<file path="config.mk">
export PLATFORM = sky130hd
export DESIGN_NAME = code_lock_ctrl_flat
export DESIGN_NICKNAME = d
export VERILOG_FILES = /design/src/rtl/code_lock_pkg.sv /design/src/rtl/code_lock_ctrl_if.sv /design/src/rtl/code_lock_timer.sv /design/src/rtl/code_lock_ctrl.sv /design/src/flat_wrapper.sv
export SDC_FILE = /design/constraint.sdc
export NUM_CORES = 1
export LEC_CHECK = 0
export ABC_AREA = 1
export CAP_MARGIN = 20
export CORE_MARGIN = 2
export CORE_UTILIZATION = 35
export CTS_BUF_LIST = sky130_fd_sc_hd__clkbuf_8 sky130_fd_sc_hd__clkbuf_16
export DETAILED_ROUTE_END_ITERATION = 8
export MAX_ROUTING_LAYER = met4
export PLACE_DENSITY = 0.64
export SYNTH_ARGS = -nofsm -noshare
export SYNTH_HDL_FRONTEND = slang
export SYNTH_SLANG_ARGS = --single-unit
</file>
<file path="constraint.sdc">
create_clock -name clk -period 3.5 [get_ports clk]
set_input_delay 0.7 -clock clk [delete_from_list [all_inputs] [get_ports clk]]
set_output_delay 0.7 -clock clk [all_outputs]
set_load 0.02 [all_outputs]
</file>
<file path="src/rtl/code_lock_pkg.sv">
`default_nettype none
// ============================================================================
//  Module   : code_lock_pkg
//  Brief    : State encodings and timer-width helper for the code lock.
//  Revision : 1.0 - initial release
// ============================================================================
package code_lock_pkg;

    typedef enum logic [2:0] {
        ST_IDLE    = 3'd0,
        ST_ENTRY   = 3'd1,
        ST_OPEN    = 3'd2,
        ST_ERROR   = 3'd3,
        ST_LOCKOUT = 3'd4
    } lock_state_e;

    // One timer serves all three durations, so size it for the largest.
    function automatic int timer_width(input int open_cycles,
                                       input int lock_cycles,
                                       input int timeout);
        int m;
        m = open_cycles;
        if (lock_cycles > m) m = lock_cycles;
        if (timeout > m)     m = timeout;
        return $clog2(m) + 1;
    endfunction

endpackage
`default_nettype wire

</file>
<file path="src/rtl/code_lock_ctrl_if.sv">
`default_nettype none
// ============================================================================
//  Module   : code_lock_ctrl_if
//  Brief    : Keypad/config inputs and status outputs of the code lock.
//  Revision : 1.0 - initial release
// ============================================================================
interface code_lock_ctrl_if #(
    parameter int DIGITS = 2,
    parameter int DW     = 2
);
    logic [DW-1:0]        digit;
    logic                 enter;
    logic                 cfg_we;
    logic [DIGITS*DW-1:0] cfg_code;
    logic                 open;
    logic                 err;
    logic                 locked;
    logic [3:0]           fail_cnt;
    logic [2:0]           state_o;

    modport master (
        output digit, enter, cfg_we, cfg_code,
        input  open, err, locked, fail_cnt, state_o
    );

    modport slave (
        input  digit, enter, cfg_we, cfg_code,
        output open, err, locked, fail_cnt, state_o
    );
endinterface
`default_nettype wire

</file>
<file path="src/rtl/code_lock_timer.sv">
`default_nettype none
// ============================================================================
//  Module   : code_lock_timer
//  Brief    : Loadable down-counter; done is high while the count is zero.
//  Revision : 1.0 - initial release
// ============================================================================
module code_lock_timer #(
    parameter int WIDTH = 8
) (
    input  wire logic             clk,
    input  wire logic             rst_n,
    input  wire logic             load,
    input  wire logic [WIDTH-1:0] load_val,
    output logic                  done
);

    logic [WIDTH-1:0] r_count;

    always_ff @(posedge clk or negedge rst_n) begin
        if (!rst_n) begin
            r_count <= '0;
        end else if (load) begin
            r_count <= load_val;
        end else if (r_count != '0) begin
            r_count <= r_count - WIDTH'(1);
        end
    end

    assign done = (r_count == '0);

endmodule
`default_nettype wire

</file>
<file path="src/rtl/code_lock_ctrl.sv">
`default_nettype none
// ============================================================================
//  Module   : code_lock_ctrl
//  Brief    : Digit-entry code lock with retry limit, lockout and timeout.
//  Revision : 1.0 - initial release
// ============================================================================
module code_lock_ctrl
    import code_lock_pkg::*;
#(
    parameter int                   DIGITS      = 2,
    parameter int                   DW          = 2,
    parameter logic [DIGITS*DW-1:0] RESET_CODE  = 4'b0111,
    parameter int                   MAX_TRIES   = 3,
    parameter int                   OPEN_CYCLES = 50,
    parameter int                   LOCK_CYCLES = 1000,
    parameter int                   TIMEOUT     = 255
) (
    input  wire logic       clk,
    input  wire logic       rst_n,
    code_lock_ctrl_if.slave bus
);

    localparam int CW = DIGITS * DW;
    localparam int PW = (DIGITS > 1) ? $clog2(DIGITS) : 1;
    localparam int TW = timer_width(OPEN_CYCLES, LOCK_CYCLES, TIMEOUT);

    localparam logic [TW-1:0] c_open_load = TW'(OPEN_CYCLES - 1);
    localparam logic [TW-1:0] c_lock_load = TW'(LOCK_CYCLES - 1);
    localparam logic [TW-1:0] c_tmo_load  = TW'(TIMEOUT - 1);
    localparam logic [PW-1:0] c_last_pos  = PW'(DIGITS - 1);

    lock_state_e   r_state, state_nxt;
    logic [CW-1:0] r_code, code_nxt;
    logic [PW-1:0] r_pos, pos_nxt;
    logic          r_mis, mis_nxt;
    logic [3:0]    r_fail, fail_nxt;
    logic          r_open, r_err, r_locked;

    logic          w_open_nxt, w_err_nxt, w_locked_nxt;
    logic          w_tmr_load;
    logic [TW-1:0] w_tmr_val;
    logic          w_tmr_done;
    logic [DW-1:0] w_code_digits [DIGITS];
    logic [DW-1:0] w_exp_digit;
    logic          w_mis_all;
    logic          w_last;
    logic [4:0]    w_fail_inc;
    logic          w_to_lock;

    // First digit lives in the MSBs of the stored code.
    for (genvar g = 0; g < DIGITS; g++) begin : g_digits
        assign w_code_digits[g] = r_code[(DIGITS-1-g)*DW +: DW];
    end

    assign w_exp_digit = w_code_digits[r_pos];
    assign w_mis_all   = r_mis | (bus.digit != w_exp_digit);
    assign w_last      = (r_pos == c_last_pos);
    assign w_fail_inc  = {1'b0, r_fail} + 5'd1;
    assign w_to_lock   = (w_fail_inc >= 5'(MAX_TRIES));

    code_lock_timer #(
        .WIDTH (TW)
    ) u_timer (
        .clk      (clk),
        .rst_n    (rst_n),
        .load     (w_tmr_load),
        .load_val (w_tmr_val),
        .done     (w_tmr_done)
    );

    always_ff @(posedge clk or negedge rst_n) begin
        if (!rst_n) begin
            r_state  <= ST_IDLE;
            r_code   <= RESET_CODE;
            r_pos    <= '0;
            r_mis    <= 1'b0;
            r_fail   <= '0;
            r_open   <= 1'b0;
            r_err    <= 1'b0;
            r_locked <= 1'b0;
        end else begin
            r_state  <= state_nxt;
            r_code   <= code_nxt;
            r_pos    <= pos_nxt;
            r_mis    <= mis_nxt;
            r_fail   <= fail_nxt;
            r_open   <= w_open_nxt;
            r_err    <= w_err_nxt;
            r_locked <= w_locked_nxt;
        end
    end

    always_comb begin
        state_nxt  = r_state;
        code_nxt   = r_code;
        pos_nxt    = r_pos;
        mis_nxt    = r_mis;
        fail_nxt   = r_fail;
        w_tmr_load = 1'b0;
        w_tmr_val  = '0;
        case (r_state)
            ST_IDLE, ST_ENTRY: begin
                if (bus.enter) begin
                    if (w_last) begin
                        // Full code received: the sticky flag includes this digit.
                        pos_nxt    = '0;
                        mis_nxt    = 1'b0;
                        w_tmr_load = 1'b1;
                        if (!w_mis_all) begin
                            state_nxt = ST_OPEN;
                            fail_nxt  = '0;
                            w_tmr_val = c_open_load;
                        end else if (!w_to_lock) begin
                            state_nxt = ST_ERROR;
                            fail_nxt  = w_fail_inc[3:0];
                        end else begin
                            state_nxt = ST_LOCKOUT;
                            fail_nxt  = w_fail_inc[3:0];
                            w_tmr_val = c_lock_load;
                        end
                    end else begin
                        state_nxt  = ST_ENTRY;
                        pos_nxt    = r_pos + PW'(1);
                        mis_nxt    = w_mis_all;
                        w_tmr_load = 1'b1;
                        w_tmr_val  = c_tmo_load;
                    end
                end else if (r_state == ST_ENTRY && w_tmr_done) begin
                    state_nxt = ST_IDLE;
                    pos_nxt   = '0;
                    mis_nxt   = 1'b0;
                end
            end
            ST_OPEN: begin
                if (bus.cfg_we) begin
                    code_nxt = bus.cfg_code;
                end
                if (w_tmr_done) begin
                    state_nxt = ST_IDLE;
                end
            end
            ST_ERROR: begin
                state_nxt = ST_IDLE;
            end
            ST_LOCKOUT: begin
                if (w_tmr_done) begin
                    state_nxt = ST_IDLE;
                    fail_nxt  = '0;
                end
            end
            default: begin
                state_nxt = ST_IDLE;
                pos_nxt   = '0;
                mis_nxt   = 1'b0;
            end
        endcase
    end

    always_comb begin
        w_open_nxt   = (state_nxt == ST_OPEN);
        w_err_nxt    = (state_nxt == ST_ERROR);
        w_locked_nxt = (state_nxt == ST_LOCKOUT);
    end

    assign bus.open     = r_open;
    assign bus.err      = r_err;
    assign bus.locked   = r_locked;
    assign bus.fail_cnt = r_fail;
    assign bus.state_o  = r_state;

endmodule
`default_nettype wire
</file>
<file path="src/flat_wrapper.sv">
// flat-port wrapper written by rule: the top's interface ports become plain ports
module code_lock_ctrl_flat import code_lock_pkg::*;
#(
    parameter int                   DIGITS      = 2,
    parameter int                   DW          = 2,
    parameter logic [DIGITS*DW-1:0] RESET_CODE  = 4'b0111,
    parameter int                   MAX_TRIES   = 3,
    parameter int                   OPEN_CYCLES = 50,
    parameter int                   LOCK_CYCLES = 1000,
    parameter int                   TIMEOUT     = 255
)
  (clk, rst_n, bus_digit, bus_enter, bus_cfg_we, bus_cfg_code, bus_open, bus_err, bus_locked, bus_fail_cnt, bus_state_o);
  code_lock_ctrl_if #(.DIGITS(DIGITS), .DW(DW)) bus_i ();
  input  wire logic clk;
  input  wire logic rst_n;
  input wire logic [$bits(bus_i.digit)-1:0] bus_digit;
  input wire logic [$bits(bus_i.enter)-1:0] bus_enter;
  input wire logic [$bits(bus_i.cfg_we)-1:0] bus_cfg_we;
  input wire logic [$bits(bus_i.cfg_code)-1:0] bus_cfg_code;
  output wire logic [$bits(bus_i.open)-1:0] bus_open;
  output wire logic [$bits(bus_i.err)-1:0] bus_err;
  output wire logic [$bits(bus_i.locked)-1:0] bus_locked;
  output wire logic [$bits(bus_i.fail_cnt)-1:0] bus_fail_cnt;
  output wire logic [$bits(bus_i.state_o)-1:0] bus_state_o;
  assign bus_i.digit = bus_digit;
  assign bus_i.enter = bus_enter;
  assign bus_i.cfg_we = bus_cfg_we;
  assign bus_i.cfg_code = bus_cfg_code;
  assign bus_open = bus_i.open;
  assign bus_err = bus_i.err;
  assign bus_locked = bus_i.locked;
  assign bus_fail_cnt = bus_i.fail_cnt;
  assign bus_state_o = bus_i.state_o;
  code_lock_ctrl #(.DIGITS(DIGITS), .DW(DW), .RESET_CODE(RESET_CODE), .MAX_TRIES(MAX_TRIES), .OPEN_CYCLES(OPEN_CYCLES), .LOCK_CYCLES(LOCK_CYCLES), .TIMEOUT(TIMEOUT)) u_core (.clk(clk), .rst_n(rst_n), .bus(bus_i));
endmodule
</file>
==> flow_summary.json, run 1 <==
{
  "crit_type": "reg -> out",
  "tns_ns": 0,
  "ios": 20,
  "cts_hold_buffers": 0,
  "numCtsBuffers": 3,
  "p_leak_nw": 0.9600,
  "cts_setup_buffers": 0,
  "drt_iter0_drc": 65,
  "fmax_mhz": 471.8,
  "layout_commonest_cell": "nand2_1",
  "die_x_um": 71.86,
  "setup_slack_ns": 1.381,
  "fin_util_pct": 43.44,
  "met3_length_um": 78,
  "period_minus_slack_ns": 2.119,
  "drv_slew": 0,
  "grt_max_degree": 28,
  "clockRootBuffer": "clkbuf_8",
  "synth_area_leader_cell": "dfrtp_1",
  "slowest_stage": "clkdlybuf4s50_1",
  "cp_data_arrival_time_ns": 1.42,
  "portBuffers": 19,
  "vias": 1306,
  "top_layer": "met4",
  "synth_edf_count": 0,
  "clkLatencyLatePin_ns": 0.28,
  "max_slew_margin_pct": 77.33,
  "yosys_warnings": 0,
  "worstMarginPinSlew_ns": 0.3388,
  "reg2reg_slack_ns": 1.84,
  "yosys-top-cells-area": "dfrtp_1 (37%), nand2_1 (13%), inv_1 (6.8%), dfstp_2 (4.9%), nand3_1 (4.7%)",
  "layout-drive-gt1-share_pct": 16.74,
  "hpwl_um": 2328,
  "setup_viol": 0,
  "ys_types": 32,
  "place.gp.congestion": 0.8243,
  "grt_pass1_vias": 1281,
  "clock_path_buffers": 2,
  "wl_met1_um": 1508,
  "cts_resized": 0,
  "viasPerCell": 4.681,
  "yosysSeqAreaShare_pct": 42.16,
  "end_kind": "primary output",
  "path_depth": 1,
  "ys_seq_elements": 27,
  "n_antenna_cell": 0,
  "ir_drop_uv": 382.6,
  "cp-startpoint": "u_core.bus.state_o[2]",
  "status": "finished, final reports clean",
  "fin_crit_sh_pct": 60.55,
  "drcViolationCount": 0,
  "syn2layout_area_growth_pct": 18.17,
  "endpoint": "bus_state_o[2]",
  "rsz0062_at_grt": "false",
  "start_kind": "register",
  "r2r-end": "u_core.u_timer.r_count[1]",
  "synthFlopType": "dfrtp_1",
  "r2r-start": "u_core.bus.fail_cnt[0]",
  "required_ns": 2.80,
  "slowest_delay_ns": 0.65,
  "cts.sinks": 27,
  "grt_overflow": 0,
  "dieArea_sq_um": 5163,
  "hold_class": "reg -> reg",
  "row_count": 24,
  "path_clk_slew_ns": 0.09,
  "total_power_w": 0.001527,
  "grt_pass1_wl_um": 5582,
  "max_cap_viol_count": 0,
  "track_usage_pct": 13.99,
  "wl_met2_um": 1442,
  "start_util_pct": 36.76,
  "crit_family": "buffers and inverters",
  "cts_tree": "done",
  "die_h_um": 71.86,
  "postSynthCellCount": 205,
  "syn_area_per_cell_sq_um": 7.861,
  "skew_ns": 0.002572,
  "routed_wirelength_um": 3082,
  "core_area_sq_um": 4384,
  "synth_area_sq_um": 1612,
  "path_max_fanout": 6,
  "nNetsFinal": 241,
  "yosysTopAreaCellShare_pct": 37.27,
  "dp_slack_ns": 1.362,
  "worst_r2r_path_depth": 11,
  "hold_violations": 0,
  "wl_per_cell_um": 11.05,
  "htreeDepth": 1,
  "dr.pass1.iters": 4,
  "crit_path_cell_trace": "clkdlybuf4s50_1",
  "ys_async_sr_fraction_pct": 100.0,
  "critPathBufInv": 1,
  "final_cell_mix": "nand2_1 (56), inv_1 (29), dfrtp_1 (24), clkdlybuf4s50_1 (19), nand3_1 (15)",
  "antenna_found_initial": 0,
  "ant_nets": 0,
  "syn-num-nets": 218,
  "powerDensity_nw_per_um2": 801.8
}
-- cell usage after synthesis, types with 4 or more instances --
cell type	number
o21ai_1	6
nand3_1	15
nand2_1	56
nor2_2	4
nand2_2	8
dfrtp_1	24
a21oi_1	10
nor2_1	13
inv_2	4
inv_1	29
-- cells by family after synthesis --
| kind of cell | synth area share, % |
|---|---|
| and+or+nand+nor | 36.65 |
| xor gates and xnor gates | 0.5436 |
| DFF | 42.16 |
| buffers and inverters | 9.083 |
| adders and majority gates | 2.329 |
| muxes | 1.397 |
| AOI/OAI and AO/OA | 7.842 |
-- how the worst min path moves through the flow --
stage / start / to / slack [ns] / cells past startpoint
floorplan: rst_n / u_core.bus.err / 0.40 / 0
global placement: u_core.r_mis / u_core.r_mis / 0.46 / 2
detailed placement: u_core.r_mis / u_core.r_mis / 0.46 / 2
CTS: u_core.r_mis / u_core.r_mis / 0.49 / 2
global route: u_core.r_code[1] / u_core.r_code[1] / 0.55 / 2
finish: u_core.u_timer.r_count[1] / u_core.u_timer.r_count[1] / 0.48 / 2
-- power breakdown --
part | switching, W | total, W | internal, W
registers | 0.000121 | 0.000570 | 0.000450
clock network | 0.0000997 | 0.000180 | 0.0000800
logic | 0.000466 | 0.000777 | 0.000311
total | 0.000687 | 0.00153 | 0.000840
-- state kept, by name (all words and copies together) (netlist names) --
signal and cells:
u_core.r_code 4, u_core.bus.locked 1, u_core.bus.state_o 3, u_core.r_pos 1
u_core.bus.err 1, u_core.bus.fail_cnt 4, u_core.u_timer.r_count 11, u_core.r_mis 1
u_core.bus.open 1
-- per-stage QoR --
| step | hold slack [ns] | cell area, sq um | cells |
|---|---|---|---|
| floorplan | 0.4044 | 1612 | 205 |
| global route | 0.5468 | 1904 | 279 |
| detailed placement | 0.4642 | 1858 | 275 |
| global placement | 0.4628 | 1858 | 275 |
| finish | 0.4825 | 1904 | 279 |
| CTS | 0.4875 | 1904 | 279 |
-- per-layer routing --
metal,track usage [%],vias to the layer above
met5,-,-
met4,5.241,0
met3,2.250,5
met2,22.02,18
met1,18.18,592
li1,-,691
-- layout make-up --
| class | count | area (sq um) |
|---|---|---|
| multi-input combinational | 142 | 785.8 |
| sequential | 27 | 679.4 |
| timing repair buffer | 20 | 197.7 |
| tap | 52 | 65.06 |
| inverter | 34 | 130.1 |
| fill | 435 | 2480 |
| clock inverter | 1 | 5.005 |
| clock buffer | 3 | 41.29 |
(Power assumes the default switching activity.)
==> run 2, diff against run 1 <==
==> constraint.sdc (replaced) <==
create_clock -name clk -period 2 [get_ports clk]
set_input_delay 0.4 -clock clk [delete_from_list [all_inputs] [get_ports clk]]
set_output_delay 0.4 -clock clk [all_outputs]
set_load 0.02 [all_outputs]
==> run 2 against run 1 <==
Compared with the run above: critical path depth did not move; highest routed layer unchanged; routed wire length up 0.16%; die area did not move; power up 77%.
==> flow_summary.json, run 2 (synthesized netlist as in run 1, its figures left out) <==
{
  "start_util_pct": 36.76,
  "crit_type": "reg -> out",
  "die_x_um": 71.86,
  "drt_iter0_drc": 52,
  "cts_resized": 0,
  "portBuffers": 19,
  "grt_overflow": 0,
  "core_area_sq_um": 4384,
  "largest_reg_flops": 11,
  "max_slew_margin_pct": 76.34,
  "total_power_w": 0.002710,
  "viasPerCell": 4.692,
  "max_cap_viol_count": 0,
  "hold_violations": 0,
  "internal_power_w": 0.001478,
  "fin_crit_sh_pct": 91.36,
  "required_ns": 1.60,
  "powerDensity_nw_per_um2": 1420,
  "rsz0062_at_grt": "false",
  "hpwl_um": 2346,
  "row_count": 24,
  "seqPwrFrac_pct": 36.8,
  "p_leak_nw": 0.9606,
  "r2r-start": "u_core.bus.fail_cnt[0]",
  "nNetsFinal": 241,
  "regMostFlops": "u_core.u_timer.r_count",
  "path_clk_slew_ns": 0.10,
  "syn2layout_area_growth_pct": 18.40,
  "numCtsBuffers": 3,
  "layout-drive-gt1-share_pct": 16.74,
  "worst_r2r_path_depth": 11,
  "critPathBufInv": 1,
  "track_usage_pct": 13.93,
  "p_sw_share_pct": 45.47,
  "layout_commonest_cell": "nand2_1",
  "power.clock.fraction_pct": 12.2,
  "setup_viol": 0,
  "comb_power_share_pct": 51.0,
  "hold_class": "in -> async",
  "clockRootBuffer": "clkbuf_8",
  "cts_tree": "done",
  "status": "finished, final reports clean",
  "fmax_mhz": 547.3,
  "reg2reg_slack_ns": 0.31,
  "cts_hold_buffers": 0,
  "vias": 1309,
  "end_kind": "primary output",
  "start_kind": "register",
  "worstMarginPinSlew_ns": 0.3549,
  "routed_wirelength_um": 3087,
  "place.gp.congestion": 0.8090,
  "n_antenna_cell": 0,
  "period_minus_slack_ns": 1.827,
  "final_cell_mix": "nand2_1 (56), inv_1 (29), dfrtp_1 (24), clkdlybuf4s50_1 (19), nand3_1 (15)",
  "ant_nets": 0,
  "wl_per_cell_um": 11.06,
  "crit_path_cell_trace": "clkdlybuf4s50_1",
  "slowest_delay_ns": 0.65,
  "crit_family": "buffers and inverters",
  "htreeDepth": 1,
  "path_max_fanout": 6,
  "cp_data_arrival_time_ns": 1.43,
  "r2r-end": "u_core.u_timer.r_count[1]",
  "holdWs_ns": 0.4796,
  "die_h_um": 71.86,
  "grt_pass1_vias": 1238,
  "drv_slew": 0,
  "dr.pass1.iters": 4,
  "clkLatencyLatePin_ns": 0.28,
  "switchingPower_w": 0.001232,
  "slowest_stage": "clkdlybuf4s50_1",
  "clock_path_buffers": 2,
  "ios": 20,
  "fillers": 441,
  "cts.sinks": 27,
  "grt_max_degree": 28,
  "cts_setup_buffers": 0,
  "ir_drop_uv": 817.7,
  "tns_ns": 0,
  "antenna_found_initial": 0,
  "dieArea_sq_um": 5163,
  "drcViolationCount": 0,
  "grt_pass1_wl_um": 5540,
  "skew_ns": 0.004028
}
==> run 2: power by group through the flow <==
stage	Sequential (W)	Clock (W)	Combinational [W]
2_1_floorplan	0.00104	0	0.000979
4_1_cts	0.000999	0.000346	0.00139
6_report	0.000997	0.000331	0.00138
3_3_place_gp	0.00100	0	0.00137
3_5_place_dp	0.00101	0	0.00138
5_1_grt	0.00104	0.000366	0.00156
==> run 2: stage by stage <==
step | util (%) | cells | cell area, sq um | setup slack (ns)
floorplan | - | 205 | 1612 | 0.4064
global placement | 42.38 | 275 | 1858 | 0.2177
detailed placement | 42.38 | 275 | 1858 | 0.1602
CTS | 43.52 | 279 | 1908 | 0.1602
global route | 43.52 | 279 | 1908 | 0.1153
finish | 43.52 | 279 | 1908 | 0.1727
==> run 2: worst max path at each step <==
stage,slack (ns),cells after the start,endpoint,from
floorplan,0.41,11,u_core.u_timer.r_count[1],u_core.bus.fail_cnt[0]
global placement,0.22,5,u_core.u_timer.r_count[9],bus_enter
detailed placement,0.16,5,u_core.u_timer.r_count[8],bus_enter
CTS,0.16,1,bus_state_o[2],u_core.bus.state_o[2]
global route,0.12,1,bus_fail_cnt[0],u_core.bus.fail_cnt[0]
finish,0.17,1,bus_state_o[2],u_core.bus.state_o[2]
==> run 2: final cells by class <==
| type | count | area, sq um | area share, % |
|---|---|---|---|
| well taps | 52 | 65.06 | 3.410 |
| multi-input cells | 142 | 785.8 | 41.18 |
| flip-flops and latches | 27 | 679.4 | 35.61 |
| clock inverters | 1 | 8.758 | 0.4590 |
| repair buffers | 20 | 197.7 | 10.36 |
| clock buffers | 3 | 41.29 | 2.164 |
| inverters | 34 | 130.1 | 6.820 |
==> run 2: routing by layer <==
layer | routed length, um | global-route usage (%) | part of all wire [%]
met4 | 54 | 5.031 | 1.7
met3 | 147 | 1.969 | 4.8
met1 | 1496 | 18.60 | 48
met5 | 0 | - | 0
met2 | 1389 | 21.60 | 45
==> run 3, diff against run 2 <==
--- a/config.mk
+++ b/config.mk
@@ -10,6 +10,7 @@
 export CORE_MARGIN = 2
 export CORE_UTILIZATION = 35
 export CTS_BUF_LIST = sky130_fd_sc_hd__clkbuf_8 sky130_fd_sc_hd__clkbuf_16
+export CTS_CLUSTER_DIAMETER = 200
 export DETAILED_ROUTE_END_ITERATION = 8
 export MAX_ROUTING_LAYER = met4
 export PLACE_DENSITY = 0.64
==> results of run 3 <==
The final DEF is identical to that of run 2; final timing and power are the same.
